===== src/rtl/mem_stage.sv =====
// mem_stage: load/store stage with req/ack memory handshake, bounded wait, stall and registered MEM/WB outputs
module mem_stage #(
  parameter int ARQ              = 16,
  parameter int MEMORY_ADDR_SIZE = 13,
  parameter int TIMEOUT          = 15
) (
  input  logic                        clk,
  input  logic                        rst,
  input  logic                        wb_en_in,
  input  logic                        rd_mem_en_in,
  input  logic                        wr_mem_en_in,
  input  logic                        pc_en_in,
  input  logic [ARQ-1:0]              sr1_in,
  input  logic [ARQ-1:0]              srdest_in,
  input  logic [ARQ-1:0]              alu_result_in,
  output logic                        mem_req,
  output logic                        mem_we,
  output logic [MEMORY_ADDR_SIZE-1:0] mem_addr,
  output logic [ARQ-1:0]              mem_wdata,
  input  logic [ARQ-1:0]              mem_rdata,
  input  logic                        mem_ack,
  output logic                        stall,
  output logic                        wb_en_out,
  output logic                        pc_en_out,
  output logic [ARQ-1:0]              dest_out,
  output logic [ARQ-1:0]              result_out,
  output logic                        mem_err
);
  localparam int CW = $clog2(TIMEOUT) + 1;
  typedef enum logic {IDLE, WAIT} state_t;
  state_t          r_state, w_next;
  logic [CW-1:0]   r_cnt;
  logic            w_op, w_to;
  assign w_op = rd_mem_en_in | wr_mem_en_in;
  assign w_to = (r_state == WAIT) & ~mem_ack & (r_cnt == CW'(TIMEOUT - 1));
  // state register
  always_ff @(posedge clk) begin
    if (rst) r_state <= IDLE;
    else r_state <= w_next;
  end
  // next state: enter WAIT on a memory op, leave on ack or timeout
  always_comb begin
    w_next = (r_state == IDLE) ? (w_op ? WAIT : IDLE) : ((mem_ack | w_to) ? IDLE : WAIT);
  end
  // stall upstream while an access is being requested or awaited
  always_comb begin
    stall = (r_state == IDLE) ? w_op : (~mem_ack & ~w_to);
  end
  // memory interface, wait counter, error flag and MEM/WB register
  always_ff @(posedge clk) begin
    if (rst) begin
      mem_req    <= 1'b0;
      mem_we     <= 1'b0;
      mem_addr   <= '0;
      mem_wdata  <= '0;
      mem_err    <= 1'b0;
      r_cnt      <= '0;
      wb_en_out  <= 1'b0;
      pc_en_out  <= 1'b0;
      dest_out   <= '0;
      result_out <= '0;
    end else if (r_state == IDLE) begin
      if (w_op) begin
        mem_req   <= 1'b1;
        mem_we    <= ~rd_mem_en_in;
        mem_addr  <= alu_result_in[MEMORY_ADDR_SIZE-1:0];
        mem_wdata <= sr1_in;
        r_cnt     <= '0;
        wb_en_out <= 1'b0;
        pc_en_out <= 1'b0;
      end else begin
        wb_en_out  <= wb_en_in;
        pc_en_out  <= pc_en_in;
        dest_out   <= srdest_in;
        result_out <= alu_result_in;
      end
    end else if (mem_ack) begin
      mem_req    <= 1'b0;
      dest_out   <= srdest_in;
      pc_en_out  <= pc_en_in;
      wb_en_out  <= ~mem_we & wb_en_in;
      result_out <= mem_we ? {{(ARQ-MEMORY_ADDR_SIZE){1'b0}}, mem_addr} : mem_rdata;
    end else if (w_to) begin
      mem_req   <= 1'b0;
      mem_err   <= 1'b1;
      wb_en_out <= 1'b0;
      pc_en_out <= 1'b0;
    end else begin
      r_cnt <= r_cnt + 1'b1;
    end
  end
endmodule


===== config.mk =====
export PLATFORM = sky130hd
export DESIGN_NAME = mem_stage
export DESIGN_NICKNAME = d
export VERILOG_FILES = /design/src/rtl/mem_stage.sv
export SDC_FILE = /design/constraint.sdc
export NUM_CORES = 1
export LEC_CHECK = 0
export BUFFER_PORTS_ARGS = -buffer_cell sky130_fd_sc_hd__buf_2
export CORE_AREA = 2 2 101 103
export DETAILED_ROUTE_END_ITERATION = 6
export DIE_AREA = 0 0 103 105
export SLEW_MARGIN = 20
export SYNTH_ARGS = -nofsm -noshare
export SYNTH_HDL_FRONTEND = slang
export SYNTH_SLANG_ARGS = --single-unit
export TNS_END_PERCENT = 50

===== constraint.sdc =====
create_clock -name clk -period 2.7 [get_ports clk]
set_input_delay 0.27 -clock clk [delete_from_list [all_inputs] [get_ports clk]]
set_output_delay 0.27 -clock clk [all_outputs]
set_load 0.05 [all_outputs]

Word-level counts from Yosys, hierarchy flattened. Index checks and enable logic that the tools add are counted.

Flip-flop bits (word level): 72. Latch bits: 0. RAM bits: 0. ROM bits: 0. Input bits: 71. Memories kept: 0.

Add/sub/neg operators: 1. Multiply operators: 0. Divide/modulo/power cells: 0. Magnitude comparators: 0. Eq/ne operators: 6. Shifts and indexed selects: 0. Muxes and demuxes: 25. Bitwise operators: 11. Reduce and logical (&&, ||, !) cells: 6.

Operator list (number): 16-bit two-way mux (7); 5-bit two-way mux (4); 1-bit two-way mux (14); 2-bit != test (second input constant) (4); 2-bit AND reduction (3); 3-bit AND reduction (2); 5-bit by 1-bit adder with 5-bit output (second input constant) (1); 5-bit by 4-bit equality test with 1-bit output (second input constant) (1); 1-bit NOT (5); 1-bit AND (4); 3-bit by 2-bit != test with 1-bit output (second input constant) (1); 1-bit bitwise OR (2); 2-bit nonzero test (1).

Depth between registers and ports, before layout.
Word-level depth: 6. Mapped depth: 6. Mapped depth without buffers: 5.

Worst setup path after synthesis. Ideal clock, no wire load.

Path kind: flip-flop to flip-flop. From: register mem_we. To: register result_out[0]. Arrival time: 1768 ps. Required time: 2568 ps. Setup slack: 799 ps. Stages on the path, launching flop included: 6. Buffers on the path: 2. Cell sequence: dfxtp_1 buf_2 buf_1 mux2_2 a22oi_1 a21oi_1.

Longest elaborated chain between the ends: 3.

Ends and longest elaborated chain: start, declared (RTL line 17) `output logic mem_we,`; start signal, assigned (RTL line 65) `mem_we <= ~rd_mem_en_in;`; 16-bit two-way mux (RTL line 82) `result_out <= mem_we ? {{(ARQ-MEMORY_ADDR_SIZE){1'b0}}, mem_addr} : mem_rdata;`; 16-bit two-way mux (RTL line 77) `end else if (mem_ack) begin`; 16-bit two-way mux (RTL line 62) `end else if (r_state == IDLE) begin`; end signal, assigned (RTL line 75) `result_out <= alu_result_in;`; end signal, assigned (RTL line 82); end, declared (RTL line 26) `output logic [ARQ-1:0] result_out,`.

Every way passes these cells. The select of a mux whose other input is x is not followed. A chain may end at the register's enable or synchronous reset.

Worst setup path in the final report.
From: register r_cnt[0]. To: output port stall.

Longest elaborated chain between the ends: 5.

Ends and longest elaborated chain: start, declared (RTL line 32) `logic [CW-1:0] r_cnt;`; start signal, assigned (RTL line 89) `r_cnt <= r_cnt + 1'b1;`; 5-bit by 4-bit equality test with 1-bit output (RTL line 35) `assign w_to = (r_state == WAIT) & ~mem_ack & (r_cnt == CW'(TIMEOUT - 1));`; 1-bit AND (RTL line 35); 1-bit NOT (RTL line 47) `stall = (r_state == IDLE) ? w_op : (~mem_ack & ~w_to);`; 1-bit AND (RTL line 47); 1-bit two-way mux (RTL line 47); end, declared (RTL line 22) `output logic stall,`.

Every way passes these cells.

==> metrics.yaml <==
clkSinkCount: 72
syn_nets: 424
power.internal_mw: 1.715
clk_pin_slew_ps: 80
drtIter0Drc: 101
wl_per_cell_um: 14.72
post_cts_buffers: 0
cellPowerDensity_nw_per_um2: 664.0
clock_latency_ps: 340
vias_per_cell: 4.902
synth-edff-count: 0
dp_hpwl_mm: 6.407
gr-usage-met2: 0.2760
power_frac_seq: 0.452
gr-max-usage-layer: "met2"
rsz0062_at_grt: "no"
worst_setup_path_end_kind: "output port"
min_path_cells: 3
status: "finished, final reports clean"
period_minus_slack_ps: 1987
fp.dieW_um: 103
gp_congestion: 0.8280
slowest_delay_ps: 400
cp.required_ps: 2430
fmax_mhz: 503.1
cts_tree: "yes"
worst_clock_skew_ps: 7.308
power_frac_clock: 0.308
maxCapViolCount: 0
track_usage: 0.1665
path_cells: "inv_1, ha_1, nand4b_1, nand2_1, nand2_1, buf_2"
first_pass_iters: 4
synth_cell_types: 35
fin_util: 0.4069
cts.repair.resized: 0
hold_path.class: "primary input to register"
ctsHoldBuffers: 0
grt_pass1_vias: 2921
startpoint_type: "register"
ys_warn_count: 0
worst-slew-pin-transition_ps: 773.0
crit_fanout: 5
grt_pass1_wl_mm: 14.10
avgSynthCellArea_um2: 8.388
insertedDiodeCount: 0
start_util: 0.3054
crit_type: "register to output port"
numCtsBuffers: 9
clock_path_buffers: 2
met3_usage: 0.03344
drv_slew: 0
drc: 0
ir_drop_mv: 0.3178
wl_mm: 9.022
ant_nets: 0
grt_max_degree: 42
crit_arrival_ps: 1720
synthCells: 351
slowest_stage: "dfxtp_1"
final_hold_viol_count: 0
nFillCells: 1047
p_sw_mw: 0.8894
slew_headroom: 0.4846
syn_area_um2: 2944
crit_path_frequent_cell: "nand2_1"
fin_crit_sh: 0.7361
synthFlopType: "dfxtp_1"
root_buffer: "clkbuf_8"
num_vias: 3005
reg2reg_depth: 4
io_pins: 138
drive_gt1_frac: 0.3667
grt_antenna_before_repair: 0
nets: 548
p_leak_nw: 1.757
io_buffers: 137
coreArea_um2: 9639
row_count: 36
finalSetupTns_ps: 0
yosysSeqAreaShare: 0.4896
ys_seq_elements: 72
setup_viol: 0
syn_to_final_growth_pct: 33.23
synthArstFlopShare: 0
pwr-share-comb: 0.240
gr-usage-met1: 0.2030
grt_overflow: 0
die_y_um: 105
dieArea_um2: 10820
p_sw_frac: 0.3415
htree_levels: 3
## synthesized netlist by cell type, types with 4 or more instances
| cell | instances | area share |
|---|---|---|
| dfxtp_1 | 72 | 0.49 |
| a21oi_1 | 63 | 0.11 |
| nand2_1 | 61 | 0.078 |
| nand3_1 | 35 | 0.059 |
| clkbuf_1 | 22 | 0.028 |
| o21ai_0 | 18 | 0.031 |
| a22oi_1 | 13 | 0.033 |
| mux2_2 | 13 | 0.050 |
| nor3_1 | 7 | 0.012 |
| buf_1 | 5 | 0.0064 |
| inv_1 | 4 | 0.0051 |
## power by group through the flow
stage                     logic, mW  registers [mW]  clock network (mW)
after floorplan               0.206            1.44                   0
after global placement        0.623            1.20                   0
after detailed placement      0.629            1.20                   0
after CTS                     0.630            1.18               0.830
after global routing          0.671            1.19               0.876
final                         0.624            1.18               0.802
## state kept, by name, summed over array words and instances (netlist names), 5 cells and up
name,flops
mem_addr,13
mem_wdata,16
r_cnt,5
dest_out,16
result_out,16
## cells in the final DEF, fill, tap and decap left out, types with 2 or more instances in the layout
master / n
nand2_1: 61
nor2b_1: 2
a22oi_1: 13
a211oi_1: 3
dfxtp_1: 72
mux2_2: 13
and4b_1: 2
inv_1: 4
buf_4: 7
a21oi_1: 63
or3_1: 3
ha_1: 2
o31ai_1: 2
nand3_1: 35
clkinv_2: 3
a222oi_1: 3
nor2_1: 2
buf_2: 137
clkbuf_8: 12
o21ai_0: 18
nor3_1: 6
## metal layers
layer  part of all wire  up-vias
li1                   -     1487
met4              0.011        0
met3              0.064        8
met2               0.49      108
met1               0.44     1402
met5                  0        -
## stage by stage
stage	instances	setup slack (ps)	instance area, µm²	total power [mW]	hold WS [ps]
after floorplan	351	799.3	2944	1.643	370.1
after global placement	597	972.5	3739	1.823	439.4
after detailed placement	597	928.8	3739	1.832	447.3
after CTS	613	700.0	3923	2.639	128.5
after global routing	613	580.4	3923	2.735	156.5
final	613	712.5	3923	2.605	155.1
## worst max-delay path, delay by kind of cell, from the launching register on
kind / cells / cell delay, ps
buf+inv: 2 / 330
flops: 1 / 400
simple gates: 3 / 410
fa+ha+maj: 1 / 240
## worst paths after layout
path                 startpoint       endpoint  slack, ps
hold / removal       sr1_in[13]  mem_wdata[13]        160
hold reg to reg   mem_wdata[15]  mem_wdata[15]        460
setup reg to reg        r_state   dest_out[11]        920
setup / recovery       r_cnt[0]          stall        710
## logic make-up after synthesis
kind of cell,count (synthesis),share of synthesized area
adders and majority gates,2,0.008498
muxes,14,0.05312
AOI/OAI and AO/OA,108,0.2104
DFF,72,0.4896
and+or+nand+nor,119,0.1862
buffers and inverters,36,0.05227
## layout make-up
class,count,area [µm²],share of cell area
clock buffer,13,168.9,0.04306
inverter,4,15.01,0.003828
timing repair buffer,145,758.2,0.1933
tap,133,166.4,0.04242
clock inverter,3,15.01,0.003828
sequential,72,1441,0.3675
multi-input combinational,243,1358,0.3461
Note: power is estimated with default switching activity, not from simulation.
